File: src/rtl/noc_pkg.sv
// Shared NoC definitions: default flit width, default buffer depth and flit type.
package noc_pkg;

  localparam int FLIT_WIDTH = 32;
  localparam int BUF_DEPTH  = 4;

  typedef logic [FLIT_WIDTH-1:0] flit_t;

endpackage

File: src/rtl/buffer_mem.sv
// Flit register file: one synchronous write port, one asynchronous read port.
// Storage is intentionally not reset; the owner tracks which slots are valid.
module buffer_mem #(
  parameter int WIDTH = noc_pkg::FLIT_WIDTH,
  parameter int DEPTH = noc_pkg::BUF_DEPTH,
  parameter int AW    = $clog2(DEPTH)
) (
  input  logic             clk,
  input  logic             i_we,
  input  logic [AW-1:0]    i_waddr,
  input  logic [WIDTH-1:0] i_wdata,
  input  logic [AW-1:0]    i_raddr,
  output logic [WIDTH-1:0] o_rdata
);

  logic [WIDTH-1:0] r_mem [DEPTH];

  // Capture the incoming flit into its slot on a write
  always_ff @(posedge clk) begin
    if (i_we) begin
      r_mem[i_waddr] <= i_wdata;
    end
  end

  assign o_rdata = r_mem[i_raddr];

endmodule

File: src/rtl/input_buffer.sv
// Router input-port flit FIFO with first-word-fall-through head, full
// back-pressure (ret) and a sticky overflow flag for flits dropped while full.
module input_buffer #(
  parameter int FLIT_WIDTH = noc_pkg::FLIT_WIDTH,
  parameter int DEPTH      = noc_pkg::BUF_DEPTH
) (
  input  logic                       clk,
  input  logic                       rst_n,
  input  logic                       val,
  input  logic [FLIT_WIDTH-1:0]      data_in,
  output logic                       ret,
  output logic                       out_valid,
  output logic [FLIT_WIDTH-1:0]      out_data,
  input  logic                       out_ack,
  output logic                       ovf,
  output logic [$clog2(DEPTH+1)-1:0] count
);

  localparam int AW = $clog2(DEPTH);
  localparam int CW = $clog2(DEPTH+1);

  logic [AW-1:0] r_wrPtr;
  logic [AW-1:0] r_rdPtr;
  logic [CW-1:0] r_cnt;
  logic          r_ovf;

  logic w_push;
  logic w_pop;
  logic w_full;
  logic w_empty;

  // Flags decode straight from the count register so upstream sees no logic
  // depth beyond a compare; a val while full is therefore always an overflow.
  assign w_full    = (r_cnt == CW'(DEPTH));
  assign w_empty   = (r_cnt == '0);
  assign w_push    = val & ~w_full;
  assign w_pop     = out_ack & ~w_empty;

  assign ret       = w_full;
  assign out_valid = ~w_empty;
  assign count     = r_cnt;
  assign ovf       = r_ovf;

  buffer_mem #(
    .WIDTH (FLIT_WIDTH),
    .DEPTH (DEPTH),
    .AW    (AW)
  ) u_mem (
    .clk     (clk),
    .i_we    (w_push),
    .i_waddr (r_wrPtr),
    .i_wdata (data_in),
    .i_raddr (r_rdPtr),
    .o_rdata (out_data)
  );

  // Pointers wrap naturally at DEPTH, which is a power of two
  always_ff @(posedge clk or negedge rst_n) begin
    if (!rst_n) begin
      r_wrPtr <= '0;
      r_rdPtr <= '0;
    end else begin
      if (w_push) r_wrPtr <= r_wrPtr + 1'b1;
      if (w_pop)  r_rdPtr <= r_rdPtr + 1'b1;
    end
  end

  // Occupancy moves only when exactly one of push/pop happens
  always_ff @(posedge clk or negedge rst_n) begin
    if (!rst_n) begin
      r_cnt <= '0;
    end else if (w_push && !w_pop) begin
      r_cnt <= r_cnt + CW'(1);
    end else if (w_pop && !w_push) begin
      r_cnt <= r_cnt - CW'(1);
    end
  end

  // Overflow latches on any flit offered while full and holds until reset
  always_ff @(posedge clk or negedge rst_n) begin
    if (!rst_n) begin
      r_ovf <= 1'b0;
    end else if (val && w_full) begin
      r_ovf <= 1'b1;
    end
  end

endmodule

File: config.mk
export PLATFORM = sky130hd
export DESIGN_NAME = input_buffer
export DESIGN_NICKNAME = d
export VERILOG_FILES = /design/src/rtl/noc_pkg.sv /design/src/rtl/buffer_mem.sv /design/src/rtl/input_buffer.sv
export SDC_FILE = /design/constraint.sdc
export NUM_CORES = 1
export LEC_CHECK = 0
export ABC_CLOCK_PERIOD_IN_PS = 2400
export CAP_MARGIN = 20
export CORE_MARGIN = 2
export CORE_UTILIZATION = 45
export DETAILED_ROUTE_END_ITERATION = 16
export PLACE_DENSITY = 0.73
export SYNTH_ARGS = -nofsm -noshare
export SYNTH_HDL_FRONTEND = slang
export SYNTH_SLANG_ARGS = --single-unit
File: constraint.sdc
create_clock -name clk -period 2.4 [get_ports clk]
set_input_delay 0.36 -clock clk [delete_from_list [all_inputs] [get_ports clk]]
set_output_delay 0.36 -clock clk [all_outputs]
set_load 0.01 [all_outputs]
# Word level (Yosys, flattened, before mapping)
# Memories as Yosys holds them, arrays and structs flattened.
# Cells that the tools add are included.
# op_classes
magnitude_cmp	0
reduce_logical	7
n_mux	4
mul	0
shifts	0
addsub	4
eq_ne	1
div	0
bitwise_logic	4
# op_table
cell	n
$mux W3	2
$add A2 B1 Y2 const B	2
$add A3 B1 Y3 const B	1
$eq A3 B3 Y1 const B	1
$logic_and A1 B1 Y1	3
$logic_not A3 Y1	1
$sub A3 B1 Y3 const B	1
$and A1 B1 Y1	2
$logic_not A1 Y1	2
$mux W1	2
$not A1 Y1	2
$reduce_bool A2 Y1	1
# word_totals
input_bits	36
mem_bits_ro	0
word_cells	25
ramBits	128
out_inout_bits	38
regBits	8
mem_count	1
latchBits	0
# memory_table
memory	words	width	read_ports	rd_ports_with_merged_regs	wr	line	source
u_mem.r_mem	4	32	1	0	1	buffer_mem.sv:16	logic [WIDTH-1:0] r_mem [DEPTH];

# Longest topological paths before layout
# Gate-level depths: netlist of the first run.
# depth
ltp_word	7
depth_mapped	9
mapped_depth_nobuf	8

# Cells and area by module
# A second synthesis of the first run with hierarchy kept.
# hier_totals
cells_unflattened	199
hier_area_um2	5051.1
# modules_own_cells
mod	instances	cells_each	seq_area_each_um2	area_per_inst_um2
buffer_mem	1	171	3843.7	4689.5
input_buffer	1	28	200.2	361.6

# Least setup slack after synthesis of the first run
# No wires, ideal clock.
# synth_path
path_kind	register -> register
from	register r_cnt[1], in the netlist count[1]
to	register r_cnt[2], in the netlist count[2]
arrival_ps	2024
path_slack_ps	297
t_required_ps	2321
stages_incl_launch_ff	9
setup_ps	79
path_cell_list	dfrtp_1 -> or3_1 -> nand2_1 -> ha_1 -> inv_1 -> fa_1 -> xor2_1 -> nor2_1 -> xor2_1
# synth_via
elab_chain_len	6
word_cells_on_any_way	15
cone_classes	2 x add/sub; 1 x eq/ne; 2 x mux; 4 x bitwise; 6 x reduce/logical
# synth_lines
item	line	source
start, declared	input_buffer.sv:24	logic [CW-1:0] r_cnt;
start signal, assigned	input_buffer.sv:73	r_cnt <= r_cnt + CW'(1);
start signal, assigned	input_buffer.sv:75	r_cnt <= r_cnt - CW'(1);
$logic_not A3 Y1 *	input_buffer.sv:35	assign w_empty = (r_cnt == '0);
$not A1 Y1 *	n/a	
net out_valid	input_buffer.sv:12	output logic out_valid,
$and A1 B1 Y1 *	input_buffer.sv:37	assign w_pop = out_ack & ~w_empty;
$logic_not A1 Y1	input_buffer.sv:72	end else if (w_push && !w_pop) begin
$logic_and A1 B1 Y1	input_buffer.sv:72	
$mux W3 or $reduce_bool A2 Y1 (tied branches)	n/a	
# The timed path passes the listed nets; every way through them passes the cells marked *. The select of a mux whose other input is x is not followed.
# A chain may end at the register's enable or synchronous reset.

# Worst setup path after layout of the first run
# layout_path
from	register r_rdPtr[0]
to	output port out_data[16]
# layout_via
elab_chain_len	1
# layout_lines
item	line	source
start, declared	input_buffer.sv:23	logic [AW-1:0] r_rdPtr;
start signal, assigned	input_buffer.sv:64	if (w_pop) r_rdPtr <= r_rdPtr + 1'b1;
$mem_v2 Z4 W32	n/a	
end, declared	input_buffer.sv:13	output logic [FLIT_WIDTH-1:0] out_data,
# Every way passes these cells.

==> results of run 1 <==
worst min-delay path by stage:
stage,start,endpoint,slack (ns),cells past startpoint
6_report,rst_n,ovf,0.25,1
4_1_cts,rst_n,ovf,0.25,1
2_1_floorplan,rst_n,count[0],0.06,0
3_3_place_gp,ovf,ovf,0.44,1
5_1_grt,rst_n,ovf,0.27,1
3_5_place_dp,ovf,ovf,0.45,1
flip-flops by register name (all words and copies together), names as in the netlist:
signal,cells
ovf,1
count,3
u_mem.r_mem,128
r_wrPtr,2
r_rdPtr,2
cells in the mapped netlist:
cell type	count	share of area, %
nand3_1	1	0.098
mux2_4	1	0.29
dfrtp_1	8	3.9
mux2_2	1	0.22
fa_1	1	0.39
a21o_1	1	0.15
buf_6	5	1.1
or3_1	1	0.12
nand2_1	1	0.074
clkbuf_1	1	0.074
xnor2_1	4	0.69
inv_1	3	0.22
xor2_1	2	0.34
ha_1	5	1.2
and2_1	4	0.49
nor3b_4	1	0.37
edfxtp_1	128	76
mux4_2	32	14
nor2_1	1	0.074
nor2b_1	1	0.12
buf_2	3	0.29
cell type report:
| cell class | count | share of cell area (%) |
|---|---|---|
| Sequential cell | 136 | 61.1 |
| Multi-Input combinational cell | 57 | 14.6 |
| Timing Repair Buffer | 88 | 13.0 |
| Clock buffer | 21 | 6.96 |
| Tap cell | 140 | 2.65 |
| Clock inverter | 11 | 1.49 |
| Inverter | 3 | 0.170 |
repair_timing:
item | CTS | global route
gates cloned | 0 | 0
endpoints found under the setup margin | 28 | 2
resized for setup | 29 | 2
buffers inserted | 2 | 0
hold buffers | 0 | 0
logic make-up after synthesis:
family	Yosys count
simple gates	10
xor+xnor	6
mux	34
buf+inv	12
fa+ha+maj	6
flops	136
compound gates	1
power by group:
part	total, W	internal (W)	switching (W)
Combinational	0.00257	0.00137	0.00120
Sequential	0.00334	0.00316	0.000180
Clock	0.00241	0.00148	0.000937
Total	0.00832	0.00600	0.00232
stage by stage:
step	util (%)	setup WS, ns
3_5_place_dp	55.5	0.205
5_1_grt	60.5	0.0323
2_1_floorplan	-	0.297
6_report	60.5	0.0945
4_1_cts	60.5	0.0376
3_3_place_gp	55.5	0.235
metal layers:
metal  vias to the layer above  global-route usage [%]  part of all wire, %
met3                        12                    6.23                  6.2
met4                         0                    6.16                  1.2
met2                        76                    26.3                   50
met5                         -                       0                    0
li1                       1054                       -                    -
met1                      1205                    20.9                   42
==> results.md, run 1 <==
- The critical path runs through a total of 3 cells.
- The multiplexer fraction of the synthesized cell area is around 15%.
- The number of antenna violations at the first check in global routing is 0.
- The flow ran to the end, and the final reports show no timing, DRC or antenna violations.
- The number of fill cells is approximately 800.
- The die outline area is between 0.01 and 0.015 mm^2.
- The count of synthesis-stage warnings from yosys is 0.
- For this run, the post-layout net count is 345.
- The number of H-tree levels is 4.
- The total via count in the routed design is 2,347.
- At the pin with the least slew margin, the transition time is ~0.42 ns.
- The number of buffers between clock root and the deepest sink is 2.
- The capture point of the worst reg-to-reg path is count[2].
- For this run, the detailed router's first-pass iteration total came to 4.
- The arrival time at the worst endpoint is about 2 ns.
- The per-cell via count in the routed design is 5.15.
- The cell total after placement is around 420.
- The overall routing resource usage is about 17%.
- The post-synthesis instance area is roughly 0.0051 mm^2.
- The critical path ends at out_data[16].
- The register area share after synthesis is 79.5%.
- Leaving out fill and tap cells, the most frequent cell in the layout is edfxtp_1.
- Setup repair after global routing left no endpoint under its margin.
- In this run the worst path has a maximum fanout of 4.
- During I/O placement, the number of pins put on the boundary was 74.
- Broken down by cell family, the worst path's largest delay share belongs to buffers and inverters.
- The x dimension of the die is 110 um.
- Clock latency on the worst-skew pair, taken at its later pin, is 0.41 ns.
- The finished layout holds 456 standard cells, fillers aside.
- Counting both buffers and inverters, the worst setup path holds a total of 2.
- The top cell types in the final layout, fill and taps aside, are edfxtp_1 (128), clkdlybuf4s50_1 (42), mux4_2 (32), dlygate4sd2_1 (29), clkbuf_16 (17).
- The final period utilization is between 90% and 100%.
- The number of hold-slack violations in the final timing report is 0.
- The startpoint of the lowest-slack register-to-register path is count[0].
- The synthesis-to-layout area growth is 30.0%.
- Clock tree synthesis found a total of ~140 sinks.
- Once the floorplan was initialized, standard cells occupied a little under half of the core.
- The synthesized net count is about 250.
- The fraction of synthesized cell area in xor and xnor cells is under 10%.
- TritonCTS built the clock tree.
- The maximum VDD drop is roughly 0.7 mV.
- The number of port buffers is between 70 and 80.
- The tightest min-delay check is of the in -> async type.
- Summing the areas of all fa, ha and maj instances in the mapped netlist gives under 10% of the synthesized area.
- The number of clock buffers inserted by TritonCTS is 17.
- For the worst flop-to-flop path, the logic depth is 8.
- The number of synthesized register bits is around 140.
- The shortest clock period the worst path allows after layout is between 2 and 2.5 ns.
- The floorplan has 38 rows.
- The share of synthesized cell area in and, or, nand and nor gates is roughly 1.4%.
- The floorplan step defined a core boundary enclosing 0.0109 mm^2.
- The via count of the first global-routing pass is around 2,600.
- The worst setup path is launched from a flop.
- The design draws roughly 0.0083 W.
- For this block, the initial DRC count from the detailed router was about 140.
- The setup path with the least slack is of type reg -> out.
- For this run, the top clock speed supported by timing is approximately 430 MHz.
- The floorplan die height is around 110 um.
- Measured against its own limit, the worst slew margin works out to between 70% and 80%.
- In the final timing run, aggregate negative setup slack is 0 ns.
- In the final layout, the multi-input gates occupy around 960 um^2.
- The signal on the critical path passes through buf_4, mux4_2, clkdlybuf4s50_1.
- Setup violations remaining at the end of the flow were counted as 0.
- The overall overflow remaining after global route is 0.
- The detailed-placement wirelength estimate is between 5000 and 6000 um.
- The standard cell area after detailed placement is ~0.0061 mm^2.
- After synthesis, the largest family of logic cells by area is multiplexers.
- The fraction of layout instances using a drive strength above 1 is 27.2%.
- The startpoint of the most critical setup path is r_rdPtr[0].
- In the routed design, unresolved DRC markers number 0.
- The final-layout worst hold slack is between 0.2 and 0.25 ns.
- In this run the register-to-register setup slack is about 0.26 ns.
- The synthesized netlist contains 21 unique library cells.
- The congestion estimate from routability-driven global placement came to a little under 0.7.
- Across the whole layout, storage elements account for 0.00405 mm^2.
- Between clock sinks in the finished design, the worst skew comes to 0.0105 ns.
- The root buffer cell chosen for the clock tree is clkbuf_16.
- The max-cap violation count is 0.
- The antenna diode count is 0.
- The reported leakage power is ~2.3 nW.
- The data required time at the worst endpoint is 2.04 ns.
- For this run, the slowest stage of the critical path takes between 0.4 and 0.5 ns.
- In the final routed layout, each cell accounts on average for approximately 20 um.
- The first global-routing pass estimated about 14,000 um of wire.
- The power density over cell area is roughly 1300 mW/mm^2.
- The maximum number of pins on one net before global-route repair is 21.
- The max-slew violation total from the final report is 0.
- After clock tree synthesis, the clock-pin slew on the worst setup and hold paths is around 0.06 ns.
- The count of nets left with antenna violations after detail routing is 0.
- The post-synthesis instance total is just over 200.
- Once layout is done, the placed cells without fillers occupy ~0.0066 mm^2.
- The total length of routed wires is just over 9000 um.
- STA classifies the critical path endpoint as an output port.
- The highest-delay cell along the critical path is clkdlybuf4s50_1.
- The synthesized netlist devotes less than 1% of its cell area to compound gates.
- A synthesized cell averages ~25 um^2.
Note: power is estimated with default switching activity, not from simulation.
==> inputs of run 2 (changes only) <==
Settings changed: SKIP_CTS_REPAIR_TIMING from default to 1.
==> results.md, run 2 (synthesized netlist as in run 1, its figures left out) <==
- The flow ran to the end, and the final reports show no timing, DRC or antenna violations.
- The tightest min-delay check is of the in -> async type.
- The total via count in the routed design is ~2,300.
- The global-route wire length before repair is around 14,000 um.
- The number of clock buffers inserted by TritonCTS is 17.
- The total length of routed wires is approximately 9200 um.
- Data on the critical path is required at its endpoint by around 2.0 ns.
- In the layout the commonest cells are edfxtp_1 (128), clkdlybuf4s50_1 (45), mux4_2 (32), dlymetal6s2s_1 (28), clkbuf_16 (17).
- After the first detailed-routing iteration, the DRC count stood at between 100 and 150.
- Counting along the longest clock path gives a buffer depth of 2.
- The worst setup path is launched from a flop.
- The startpoint of the lowest-slack register-to-register path is count[0].
- In this run switching power makes up 27.4% of total power.
- The end point of the critical path is out_data[25].
- The maximum frequency from static timing analysis is 423 MHz.
- The H-tree generated during clock tree synthesis spans 4 levels.
- For this design the ratio of total power to cell area is 1260 mW/mm^2.
- The met1 layer usage reported by global route is between 20% and 30%.
- After clock tree synthesis, the clock-pin slew on the worst setup and hold paths is 0.06 ns.
- After floorplanning, the core was sized to cover ~0.011 mm^2.
- The proportion of power drawn by flip-flops and latches is 39.4%.
- The reported leakage power is ~2.5 nW.
- The critical path starts at r_rdPtr[0].
- Setup total negative slack on the finished layout was measured at 0 ns.
- Routability-driven placement finished with a final weighted congestion of around 0.7.
- The most common library cell in the layout ignoring fill and taps is edfxtp_1.
- The busiest metal layer after global routing is met2.
- The number of standard-cell rows in the floorplan is 38.
- The count of nets left with antenna violations after detail routing is 0.
- The I/O pin total is 74.
- The max-cap violation count is 0.
- Total power for the finished layout comes to about 0.0085 W.
- The register with the most flip-flops in the layout has 128 of them.
- The detailed-placement wirelength estimate is between 5000 and 6000 um.
- Walking the worst path, the cells encountered are buf_4, mux4_2, clkdlybuf4s50_1.
- For this run, the slowest stage of the critical path takes 0.50 ns.
- At the later pin of the worst-skew pair, clock insertion delay measures slightly above 0.4 ns.
- For this configuration, the core starts out at a cell density of a little under half.
- By startpoint and endpoint, the worst setup path is classified as reg -> out.
- The kind of capture point of the worst setup path is an output port.
- The register with the most flip-flops in the final layout is u_mem.r_mem.
- Global routing finished with a remaining overflow of 0.
- The per-cell via count in the routed design is 5.14.
- The via count of the first global-routing pass is ~2,600.
- Along the worst path, the maximum fanout reaches 5.
- The number of antenna violations at the first check in global routing is 0.
- Among all stages on the critical path, the largest delay is contributed by mux4_2.
- The CTS tree is built.
- For met2 alone, demand over resource in global routing was between 20% and 30%.
- For this run, the total global-route usage over all layers was measured as between 10% and 20%.
- The capture point of the worst reg-to-reg path is count[2].
- The cell at the root of the clock tree is clkbuf_16.
- The floorplan step set the die width to roughly 110 um.
- The internal power is 0.00616 W.
- The number of hold-slack violations in the final timing report is 0.
- The maximum VDD drop is roughly 0.75 mV.
- The area growth from synthesis to layout is 32.2%.
- Entering global routing, the biggest net connects 21 pins.
- The clock sink count is between 100 and 150.
- The average routed wire per standard cell is between 20 and 25 um.
- The number of fill cells is 792.
- The part of the power in combinational logic is 32.2%.
- The shortest clock period the worst path allows after layout is between 2 and 2.5 ns.
- For this design the total switching power over the nets is ~0.0023 W.
- The final period utilization is between 90% and 100%.
- The number of setup violations in the final report is 0.
- The setup check on the worst reg-to-reg path leaves a slack of roughly 0.26 ns.
- The floorplan die height is around 110 um.
- The floorplan step defined a die boundary enclosing around 0.012 mm^2.
- In this run the tightest slew margin relative to its limit is around 72%.
- The iteration count of the initial detailed-routing pass is 4.
- The max-slew violation total from the final report is 0.
- The arrival time at the worst endpoint is 2.00 ns.
- The pin slew with the least headroom to its limit is about 0.42 ns.
- In the routed design, unresolved DRC markers number 0.
- The antenna diode count is 0.
- In the global route stage, met3 resource usage came out at ~6.2%.
- The relative contribution of the clock network to total power is between 20% and 30%.
- Clock skew on the completed layout was measured at 0.0124 ns.
- The number of cell instances on the worst register-to-register path is 8.
- Port buffering added 73 buffers.
- The post-route netlist has approximately 27% of its cells at a drive strength greater than 1.
- The layout net count is 346.
## run 2: layer usage
metal	wire (um)	vias up
met4	116	0
met2	4630	77
li1	-	1057
met1	3890	1202
met3	552	12
met5	0	-
## run 2: how the worst min path moves through the flow
| stage | startpoint | slack [ns] | endpoint | depth (start not counted) |
|---|---|---|---|---|
| after global placement | ovf | 0.44 | ovf | 1 |
| after detailed placement | ovf | 0.45 | ovf | 1 |
| final | rst_n | 0.25 | ovf | 1 |
| after floorplan | rst_n | 0.06 | count[0] | 0 |
| after global routing | rst_n | 0.27 | ovf | 1 |
| after CTS | rst_n | 0.25 | ovf | 1 |
## run 2: area by class of cell
class	instances	area, um^2	share of cell area [%]
clock inverter	11	98.8	1.47
clock buffer	21	460	6.85
sequential	136	4050	60.2
tap	140	175	2.60
timing repair buffer	89	971	14.4
inverter	3	11.3	0.167
multi-input combinational	57	963	14.3
## run 2: power groups by stage
stage	Combinational (W)	Clock (W)	Sequential (W)
floorplan	0.00155	0	0.00334
finish	0.00273	0.00241	0.00334
global route	0.00295	0.00256	0.00339
global placement	0.00280	0	0.00337
detailed placement	0.00281	0	0.00340
CTS	0.00285	0.00246	0.00336
## run 2: critical path: cells and delay by family (launching register included)
| kind | cells | cell delay (ns) |
|---|---|---|
| multiplexers | 1 | 0.50 |
| buffers and inverters | 2 | 0.64 |
| flip-flops | 1 | 0.45 |
## run 2: per-stage QoR
step	setup slack (ns)	utilization (%)	area (um^2)	hold WS, ns	std cells
6_report	0.0368	61.5	6730	0.246	457
5_1_grt	-0.0318	61.5	6730	0.265	457
4_1_cts	-0.177	60.7	6630	0.246	454
3_5_place_dp	0.205	55.5	6070	0.449	422
3_3_place_gp	0.235	55.5	6070	0.442	422
2_1_floorplan	0.297	-	5090	0.0644	205
==> inputs of run 3 (changes only) <==
Settings changed: CORE_ASPECT_RATIO from default to 0.7.
==> results.md, run 3 (synthesized netlist as in run 1, its figures left out) <==
- The longest individual stage delay on the worst path is about 0.5 ns.
- In the layout the commonest cells are edfxtp_1 (128), clkdlybuf4s50_1 (41), mux4_2 (32), dlymetal6s2s_1 (32), clkbuf_16 (18).
- The cell family contributing the most delay on the critical path is buffers and inverters.
- The highest-delay cell along the critical path is clkdlybuf4s50_1.
- The clock sink count is 136.
- The clock-pin transition on the worst setup and hold timing paths is roughly 0.050 ns.
- Across the run, the number of max-cap violations was 0.
- The utilization after layout is roughly three fifths.
- The number of port buffers is between 70 and 80.
- The worst-case setup margin in the final layout is roughly 0.21 ns.
- The layout net count is approximately 340.
- The cell sitting at the root of the clock tree is a clkbuf_16.
- The tightest min-delay check is of the in -> async type.
- Routability-driven placement finished with a final weighted congestion of slightly above 0.7.
- At the pin with the least slew margin, the transition time is 0.378 ns.
- The per-cell via count in the routed design is about 5.1.
- The worst slack at placement is approximately 0.21 ns.
- The die outline area is roughly 0.012 mm^2.
- The first global-routing pass estimated approximately 13,000 um of wire.
- The overall routing resource usage is between 10% and 20%.
- The via count of the first global-routing pass was ~2,500.
- The worst setup path is launched from a flop.
- In this run, placement finished with an instance count of 431.
- In this run the tightest slew margin relative to its limit is between 70% and 80%.
- The synthesis-to-layout area growth is 33.7%.
- The classification of the worst setup path is reg -> out.
- The flow ran to the end, and the final reports show no timing, DRC or antenna violations.
- Clock tree synthesis inserted a total of 17 buffers.
- The HPWL after detailed placement is between 5000 and 6000 um.
- The max-slew violation total from the final report is 0.
- 0 antenna diodes ended up in the layout.
- For the final database, setup skew stands at ~0.0052 ns.
- The floorplan die height is between 90 and 100 um.
- The H-tree generated during clock tree synthesis spans 4 levels.
- The clock period could shrink to between 2 and 2.5 ns.
- Of the available clock period, the critical path in the final layout requires 91.2%.
- Setup violations remaining at the end of the flow were counted as 0.
- STA puts the critical path data arrival time at around 1.8 ns.
- In this run, the number of DRC markers left after iteration 0 of detailed routing was about 130.
- After detailed routing, the average wire length per cell comes to 19.1 um.
- The total length of routed wires is just under 9000 um.
- The overall overflow remaining after global route is 0.
- The register with the most flip-flops in the layout has around 130 of them.
- The total buffers and inverters traversed by the critical path is 1.
- The x dimension of the die is around 130 um.
- The number of antenna violations at the first check in global routing is 0.
- The clock latency on the worst-skew pair is just over 0.4 ns.
- The library cell used most frequently in the layout, excluding fill and tap cells, is edfxtp_1.
- The maximum number of pins on one net before global-route repair is 35.
- For this run, the top clock speed supported by timing is 457 MHz.
- The core area is 0.0110 mm^2.
- The CTS tree is built.
- The detailed router placed around 2,400 vias in this run.
- For this design the ratio of total power to cell area is ~1300 mW/mm^2.
- The startpoint of the most critical setup path is count[1].
- The register with the highest flop count is u_mem.r_mem.
- Data on the critical path is required at its endpoint by between 2 and 2.5 ns.
- Traced cell by cell, the critical path runs through or3_1, clkdlybuf4s50_1.
- The maximum net fanout on the critical path is 5.
- In this run the remaining antenna-violating nets after routing total 0.
- In this run the core area contains 32 standard-cell rows.
- The maximum VDD drop is just under 0.8 mV.
- The iteration count of the initial detailed-routing pass is 4.
- The I/O pin total is 74.
- Summed over all cells, the static leakage comes to 2.54 nW.
- In the final layout, the share of cells above drive strength 1 is around 24%.
- The startpoint of the lowest-slack register-to-register path is count[1].
- The number of hold-slack violations in the final timing report is 0.
- The initial standard-cell utilization of the core is 46.2%.
- The longest clock path from root to sink contains 2 buffers.
- The kind of capture point of the worst setup path is an output port.
- Setup repair after global routing left no endpoint under its margin.
- Excluding fillers, the count of instances in the completed layout stands at 464.
- In the routed design, unresolved DRC markers number 0.
[run 3: cell types whose count changed in the layout (fill, tap and decap cells not counted), sizes merged]
cell	before	now
buf	16	10
bufinv	1	4
clkdlybuf4s50	45	41
clkinvlp	3	2
dlymetal6s2s	28	32
inv	5	3
[run 3: path summary, 6_finish.rpt]
| path | to | slack (ns) | cells past startpoint |
|---|---|---|---|
| max in group asynchronous | r_rdPtr[1] | 1.87 | 1 |
| max | out_valid | 0.21 | 2 |
| min in group clk | ovf | 0.46 | 1 |
| max reg2reg | count[2] | 0.23 | 8 |
| min reg2reg | ovf | 0.46 | 1 |
| min | ovf | 0.24 | 1 |
[run 3: power by group]
part | switching [W] | internal [W] | total [W]
combinational | 0.00121 | 0.00154 | 0.00275
sequential | 0.000175 | 0.00316 | 0.00333
clock | 0.000881 | 0.00171 | 0.00259
[run 3: worst register-to-register path, stage by stage, from the launching register on]
cell and delay (ns):
dfrtp_1 0.46, or3_1 0.45, nand2_1 0.13, ha_1 0.20, inv_1 0.06, fa_1 0.37, xor2_1 0.15, nor2_1 0.12
xor2_1 0.15
[run 3: area by class of cell]
class / count / area [um^2]
clock inverter: 11 / 155
fill: 754 / 4210
inverter: 3 / 11.3
sequential: 136 / 4050
multi-input combinational: 57 / 963
tap: 153 / 191
timing repair buffer: 84 / 998
clock buffer: 20 / 437
[run 3: per-stage QoR]
step           power (W)  TNS [ns]  hold WS, ns  cell area (um^2)
6_report         0.00867         0        0.236              6800
5_1_grt          0.00907         0        0.240              6800
2_1_floorplan    0.00489         0       0.0644              5090
3_3_place_gp     0.00617         0        0.446              6100
4_1_cts          0.00882     -3.41        0.235              6690
3_5_place_dp     0.00621         0        0.446              6100
[run 3: routing by layer]
metal	up-vias	global-route usage, %	share of wire [%]
met5	-	0	0
met4	0	5.71	1.3
met3	11	6.67	5.6
met2	70	23.3	46
met1	1229	20.2	48
li1	1042	-	-
